===== src/rtl/fetch_ctrl_pkg.sv =====
// Shared defines for the instruction fetch controller: state encoding,
// reset/bubble defaults and the control-transfer opcodes the hazard unit keys on.
package fetch_ctrl_pkg;

    typedef enum logic [1:0] {
        ST_RUN   = 2'd0,
        ST_STALL = 2'd1,
        ST_REDIR = 2'd2
    } fetch_state_e;

    localparam logic [31:0] DEF_RESET_PC = 32'h0000_0000;
    localparam logic [31:0] DEF_NOP_INST = 32'h0000_0013;  // addi x0,x0,0

    localparam logic [6:0] OPC_BRANCH = 7'b110_0011;
    localparam logic [6:0] OPC_JAL    = 7'b110_1111;
    localparam logic [6:0] OPC_JALR   = 7'b110_0111;

endpackage


===== src/rtl/fetch_ctrl.sv =====
// IF stage controller: drives the fetch PC, loads IF/ID, inserts bubbles on
// control-hazard stalls and redirects, and flags stall timeouts / misaligned targets.
//
// state    | meaning
// ---------+------------------------------------------------------------
// ST_RUN   | normal sequential fetch
// ST_STALL | jump hazard pending, pc held and bubbles inserted
// ST_REDIR | redirect just taken, residual stall_jump ignored for one edge
module fetch_ctrl
    import fetch_ctrl_pkg::*;
#(
    parameter logic [31:0] RESET_PC  = DEF_RESET_PC,
    parameter logic [31:0] NOP_INST  = DEF_NOP_INST,
    parameter int          MAX_STALL = 8
) (
    input  logic        clk,
    input  logic        rst,
    input  logic        stall_jump,
    input  logic        redirect_valid,
    input  logic [31:0] redirect_pc,
    input  logic [31:0] inst_in,
    output logic [31:0] pc,
    output logic [31:0] if_id_inst,
    output logic [31:0] if_id_pc,
    output logic [31:0] if_id_pc4,
    output logic        if_id_valid,
    output logic [15:0] bubble_cnt,
    output logic        stall_timeout,
    output logic        misalign_err
);

    localparam int SCW = $clog2(MAX_STALL + 2);
    localparam logic [SCW-1:0] STALL_LIMIT = SCW'(MAX_STALL + 1);

    fetch_state_e   state_q;
    logic [31:0]    pc_q;
    logic [31:0]    if_id_inst_q;
    logic [31:0]    if_id_pc_q;
    logic [31:0]    if_id_pc4_q;
    logic           if_id_valid_q;
    logic [15:0]    bubble_cnt_q;
    logic           stall_timeout_q;
    logic           misalign_err_q;
    logic [SCW-1:0] stall_cnt_q;

    logic [31:0]    pc_plus4_d;
    logic [15:0]    bubble_cnt_d;
    logic [SCW-1:0] stall_cnt_d;

    always_comb begin
        pc_plus4_d   = pc_q + 32'd4;
        bubble_cnt_d = (bubble_cnt_q == 16'hFFFF) ? bubble_cnt_q : bubble_cnt_q + 16'd1;
        stall_cnt_d  = stall_cnt_q;
        if (state_q != ST_STALL) begin
            stall_cnt_d = SCW'(1);
        end else if (stall_cnt_q != STALL_LIMIT) begin
            stall_cnt_d = stall_cnt_q + SCW'(1);
        end
    end

    always_ff @(posedge clk or negedge rst) begin
        if (!rst) begin
            state_q         <= ST_RUN;
            pc_q            <= RESET_PC;
            if_id_inst_q    <= NOP_INST;
            if_id_pc_q      <= 32'h0;
            if_id_pc4_q     <= 32'h0;
            if_id_valid_q   <= 1'b0;
            bubble_cnt_q    <= 16'h0;
            stall_timeout_q <= 1'b0;
            misalign_err_q  <= 1'b0;
            stall_cnt_q     <= '0;
        end else if (redirect_valid) begin
            // Low address bits are dropped; the flag records the bad target.
            pc_q          <= {redirect_pc[31:2], 2'b00};
            if_id_inst_q  <= NOP_INST;
            if_id_valid_q <= 1'b0;
            bubble_cnt_q  <= bubble_cnt_d;
            stall_cnt_q   <= '0;
            state_q       <= ST_REDIR;
            if (redirect_pc[1:0] != 2'b00) begin
                misalign_err_q <= 1'b1;
            end
        end else if (stall_jump && state_q != ST_REDIR) begin
            if_id_inst_q  <= NOP_INST;
            if_id_valid_q <= 1'b0;
            bubble_cnt_q  <= bubble_cnt_d;
            stall_cnt_q   <= stall_cnt_d;
            state_q       <= ST_STALL;
            if (stall_cnt_d == STALL_LIMIT) begin
                stall_timeout_q <= 1'b1;
            end
        end else begin
            if_id_inst_q  <= inst_in;
            if_id_pc_q    <= pc_q;
            if_id_pc4_q   <= pc_plus4_d;
            if_id_valid_q <= 1'b1;
            pc_q          <= pc_plus4_d;
            stall_cnt_q   <= '0;
            state_q       <= ST_RUN;
        end
    end

    assign pc            = pc_q;
    assign if_id_inst    = if_id_inst_q;
    assign if_id_pc      = if_id_pc_q;
    assign if_id_pc4     = if_id_pc4_q;
    assign if_id_valid   = if_id_valid_q;
    assign bubble_cnt    = bubble_cnt_q;
    assign stall_timeout = stall_timeout_q;
    assign misalign_err  = misalign_err_q;

endmodule


===== config.mk =====
export PLATFORM = sky130hd
export DESIGN_NAME = fetch_ctrl
export DESIGN_NICKNAME = d
export VERILOG_FILES = /design/src/rtl/fetch_ctrl_pkg.sv /design/src/rtl/fetch_ctrl.sv
export SDC_FILE = /design/constraint.sdc
export NUM_CORES = 1
export LEC_CHECK = 0
export CORE_MARGIN = 1.5
export CORE_UTILIZATION = 47
export CTS_CLUSTER_DIAMETER = 150
export DETAILED_ROUTE_END_ITERATION = 8
export GPL_TIMING_DRIVEN = 1
export PLACE_DENSITY_LB_ADDON = 0.05
export SLEW_MARGIN = 20
export SYNTH_ARGS = -nofsm -noshare
export SYNTH_HDL_FRONTEND = slang
export SYNTH_SLANG_ARGS = --single-unit

===== constraint.sdc =====
create_clock -name clk -period 3.1 [get_ports clk]
set_input_delay 0.31 -clock clk [delete_from_list [all_inputs] [get_ports clk]]
set_output_delay 0.31 -clock clk [all_outputs]
set_load 0.03 [all_outputs]

======== Word-level counts from Yosys, hierarchy flattened ========
Index checks and enable logic that the tools add are counted.
cells by class
  add/sub/neg operators ................... 3
  equal/unequal tests ..................... 6
  multiplexer cells ....................... 15
  bitwise operators ....................... 2
  reduce and logical (&&, ||, !) cells .... 6
operator list
  operator                 number
  $mux W32                 4
  $mux W16                 3
  $add A32 B3 Y32 const B  1
  $add A16 B1 Y16 const B  1
  $eq A16 B16 Y1 const B   1
  $mux W4                  4
  $add A4 B1 Y4 const B    1
  $eq A4 B4 Y1 const B     1
  $ne A2 B2 Y1 const B     2
  $ne A4 B4 Y1 const B     1
  $reduce_and A2 Y1        2
  $reduce_bool A2 Y1       2
  $mux W1                  3
  $reduce_and A3 Y1        1
  $mux W2                  1
  $ne A2 B1 Y1 const B     1
  $not A1 Y1               2
  $logic_and A1 B1 Y1      1
word-level totals
  flip-flop bits (word level) ............. 153
  input port bits ......................... 68

======== Depth between registers and ports, before layout ========
  word-level depth ........................ 5
  mapped depth ............................ 9
  gate-level depth less buffers ........... 7

======== Worst setup path before layout ========
No wires, ideal clock.
  path kind ............................... reg2reg
  from .................................... reg pc_q[2], in the netlist pc[2]
  to ...................................... reg pc_q[28], in the netlist pc[28]
  library setup time ...................... 83 ps
  data arrival time ....................... 1912 ps
  slack ................................... 1105 ps
  cell stages (with the launch flop) ...... 9
  path buffers ............................ 2
  cell sequence ........................... dfrtp_1 ha_1 and3_1 buf_2 and4_1 buf_4 nand4_1 xor2_1 o21ai_0
on the way
  longest elaborated chain between the ends .. 3
RTL lines
  item                      line              text
  start: declaration        fetch_ctrl.sv:36  logic [31:0] pc_q;
  start signal: assignment  fetch_ctrl.sv:75  pc_q <= {redirect_pc[31:2], 2'b00};
  start signal: assignment  fetch_ctrl.sv:98  pc_q <= pc_plus4_d;
  $add A32 B3 Y32           fetch_ctrl.sv:51  pc_plus4_d = pc_q + 32'd4;
  $mux W32                  fetch_ctrl.sv:84  end else if (stall_jump && state_q != ST_REDIR) begin
  $mux W32                  fetch_ctrl.sv:73  end else if (redirect_valid) begin
No other way between the ends. The select of a mux whose other input is x is not followed.
A chain may end at the register's enable or synchronous reset.

======== Worst setup path in the final report ========
Ends and elaborated chain as after synthesis.

==> metrics.md <==
| Metric | Value |
|---|---|
| Result of the run | completed |
| TritonCTS buffer count | 17 |
| Num rows | 42 |
| Clk slew on worst S/H paths | 60 ps |
| Clock latency reported for the late side of the worst-skew pair | 430 ps |
| CORE AREA | 13400 sq um |
| Wire length the detailed router placed on met1 | 6830 um |
| Static leakage | 4.00 nW |
| Total global routing track utilization | 0.247 |
| Count of inserted antenna diode cells | 0 |
| Setup Total Neg Slack | 0 ps |
| RSZ-0062 raised after global routing | false |
| Fraction of power spent switching nets | 0.310 |
| Total grt overflow | 0 |
| Iteration count of the initial detailed-routing pass | 5 |
| Worst EP required | 3440 ps |
| CP Class | reg2reg |
| Slowest stage delay, CP | 550 ps |
| Endpoints failing hold | 0 |
| Area growth from synthesis to layout | 43.3% |
| Power share of the clock group | 0.370 |
| Buffer cell driving the clock tree root | sky130_fd_sc_hd__clkbuf_16 |
| Number of nets in the final layout | 924 |
| Seq/Total Area, Yosys | 0.562 |
| Total of warnings raised by yosys | 0 |
| Total power density per cell area | 662 nW/um^2 |
| First-pass GRT wire length | 27800 um |
| Signal arrival time at the worst endpoint | 2630 ps |
| First DRT Iteration DRCs | 338 |
| Number of instances in the synthesized netlist | 656 |
| Cell types with the highest counts after synthesis | sky130_fd_sc_hd__nand2_1, sky130_fd_sc_hd__dfrtp_1, sky130_fd_sc_hd__o21ai_0, sky130_fd_sc_hd__xnor2_1, sky130_fd_sc_hd__xor2_1 |
| Highest routed layer | met4 |
| Worst slew margin | 0.513 |
| Routed met2 length | 8500 um |
| Sum of buffers and inverters on the critical path | 0 |
| Leading post-synthesis cells by cell area | sky130_fd_sc_hd__dfrtp_1, sky130_fd_sc_hd__nand2_1, sky130_fd_sc_hd__xnor2_1 |
| ANT nets after route | 0 |
| Total of buffers placed on input and output ports | 208 |
| WL met3 | 1470 um |
| Layout cells sized above 1 | 0.0717 |
| Height of the die | 121 um |
| Worst Clk Skew | 14.0 ps |
| WL final | 17200 um |
| Die W | 121 um |
| Final cycle utilization of the critical path | 0.737 |
| Last weighted congestion value of the routability-driven placer | 0.790 |
| Portion of total power attributed to combinational logic | 0.243 |
| IO Pins | 215 |
| Via count of the first global-routing pass | 5458 |
| # Post-CTS Setup Buffers | 0 |
| Crit start category | flip-flop |
| Tightest Pin Transition | 730 ps |
| CTS tree | yes |
| Capturing element type of the critical path | flip-flop |
| Total Die Area | 14700 sq um |
| Fillcell total | 1038 |
| Gate family responsible for the most delay along the worst path | simple AND/OR/NAND/NOR gates |
| Number of H-tree levels | 4 |
| Net switching power figure | 1.93 mW |
| Sequential group share of total power | 0.387 |
| Final instance area | 9390 sq um |
| Critical Path Slowest Stage Cell | sky130_fd_sc_hd__and4_1 |
| Predominant post-synthesis flop cell | sky130_fd_sc_hd__dfrtp_1 |
| Cell Area, Synth | 6550 sq um |
| Maximum number of pins on one net before global-route repair | 82 |
| Cells along the critical path | ha_1 > and3_1 > and4_1 > nand4_1 > xor2_1 > o21ai_0 |
| Total count of max-transition violations in the final report | 0 |
| Initial Utilization | 0.489 |
| Ratio of routed vias to standard cells | 5.16 |
| # Max-Cap Violations | 0 |
| Bufs on Longest Clock Path | 2 |
| Clock period minus worst slack | 2280 ps |
| Placed wire-length estimate after detailed placement | 12000 um |
| Vias post-DR | 5376 |
| Share of flip-flops with an asynchronous set or reset | 1.00 |
| Cell type contributing the most total cell area after synthesis | sky130_fd_sc_hd__dfrtp_1 |
| Internal power consumption | 4.29 mW |
| Final setup vio count | 0 |
| Highest net fanout along the worst path | 11 |
| Library cell with the highest instance count after synthesis | sky130_fd_sc_hd__nand2_1 |
| Placement Cell Area | 8710 sq um |
| Kind of path behind the tightest hold check | in2reg |
| Count of unresolved DRC violations after routing | 0 |
| Achievable clock frequency | 0.438 GHz |
| Area share of the largest cell type after synthesis | 0.550 |
| Number of sinks driven by the clock tree | 147 |
| Routed wirelength normalized by instance count | 16.5 um |
| Antenna violations before repair | 0 |
| Mean post-synth cell area | 9.99 sq um |
| Number of synthesized register bits | 147 |
| Unique masters post-synth | 46 |
| Largest voltage drop on the vdd net | 0.000574 V |
| EDFF count, synth | 0 |
layout make-up:
type                    count  area, sq um  share of cell area
flip-flops and latches    147         3680               0.392
clock buffers              20          467              0.0497
well taps                 176          220              0.0234
repair buffers            215         2130               0.227
clock inverters            12          203              0.0216
multi-input cells         465         2670               0.284
inverters                   6         22.5             0.00240
timing repair:
item,4_1_cts,5_1_grt
hold endpoints to repair,69,0
setup endpoints to repair,0,0
gates resized for setup,0,0
hold buffers,1,0
cells by family after synthesis:
| family | share of synthesized area |
|---|---|
| other cells | 0.000572 |
| simple gates | 0.231 |
| mux | 0.00325 |
| compound gates | 0.0620 |
| fa+ha+maj | 0.00764 |
| buf+inv | 0.0347 |
| flops | 0.562 |
| xor+xnor | 0.0989 |
path summary, 6_finish.rpt:
check,start,to,slack (ps),cells past startpoint
min in group asynchronous,rst,stall_cnt_q[2],470,2
hold / removal,inst_in[0],if_id_inst[0],410,2
setup / recovery,pc[2],pc[28],820,6
setup reg to reg,pc[2],pc[28],820,6
hold reg to reg,stall_timeout,stall_timeout,470,1
max in group asynchronous,rst,if_id_inst[4],1740,3
flip-flops by register name (all words and copies together) (netlist names):
name	flops
if_id_inst	32
if_id_pc4	30
if_id_pc	30
pc	30
bubble_cnt	16
stall_cnt_q	4
state_q	2
if_id_valid	1
misalign_err	1
stall_timeout	1
power by group through the flow:
stage	logic, mW	clock network [mW]	registers (mW)
after floorplan	0.381	0	2.85
after global placement	1.50	0	2.42
after detailed placement	1.52	0	2.44
after CTS	1.53	2.33	2.41
after global routing	1.62	2.41	2.44
final	1.51	2.30	2.41
placed cells by master, fill, tap and decap left out, types with 8 or more instances in the layout:
| cell type | instances |
|---|---|
| sky130_fd_sc_hd__a21oi_1 | 12 |
| sky130_fd_sc_hd__and2_1 | 31 |
| sky130_fd_sc_hd__and3_1 | 9 |
| sky130_fd_sc_hd__clkbuf_16 | 17 |
| sky130_fd_sc_hd__clkdlybuf4s50_1 | 206 |
| sky130_fd_sc_hd__dfrtp_1 | 144 |
| sky130_fd_sc_hd__nand2_1 | 153 |
| sky130_fd_sc_hd__nand3_1 | 21 |
| sky130_fd_sc_hd__nand4_1 | 21 |
| sky130_fd_sc_hd__nor2_1 | 32 |
| sky130_fd_sc_hd__o21ai_0 | 46 |
| sky130_fd_sc_hd__o21ai_1 | 8 |
| sky130_fd_sc_hd__xnor2_1 | 39 |
| sky130_fd_sc_hd__xor2_1 | 35 |
stage by stage:
step	instances	setup WS (ps)	utilization	power [mW]	hold WS, ps
global route	1041	661	0.701	6.47	421
global placement	1008	763	0.650	3.92	369
CTS	1041	791	0.701	6.27	401
floorplan	661	1110	-	3.23	14.4
detailed placement	1008	680	0.650	3.96	365
finish	1041	816	0.701	6.22	412
metal layers:
layer / up-vias / GRT usage
li1: 2539 / -
met1: 2597 / 0.293
met2: 213 / 0.409
met3: 27 / 0.0902
met4: 0 / 0.101
met5: - / 0
(Power assumes the default switching activity.)
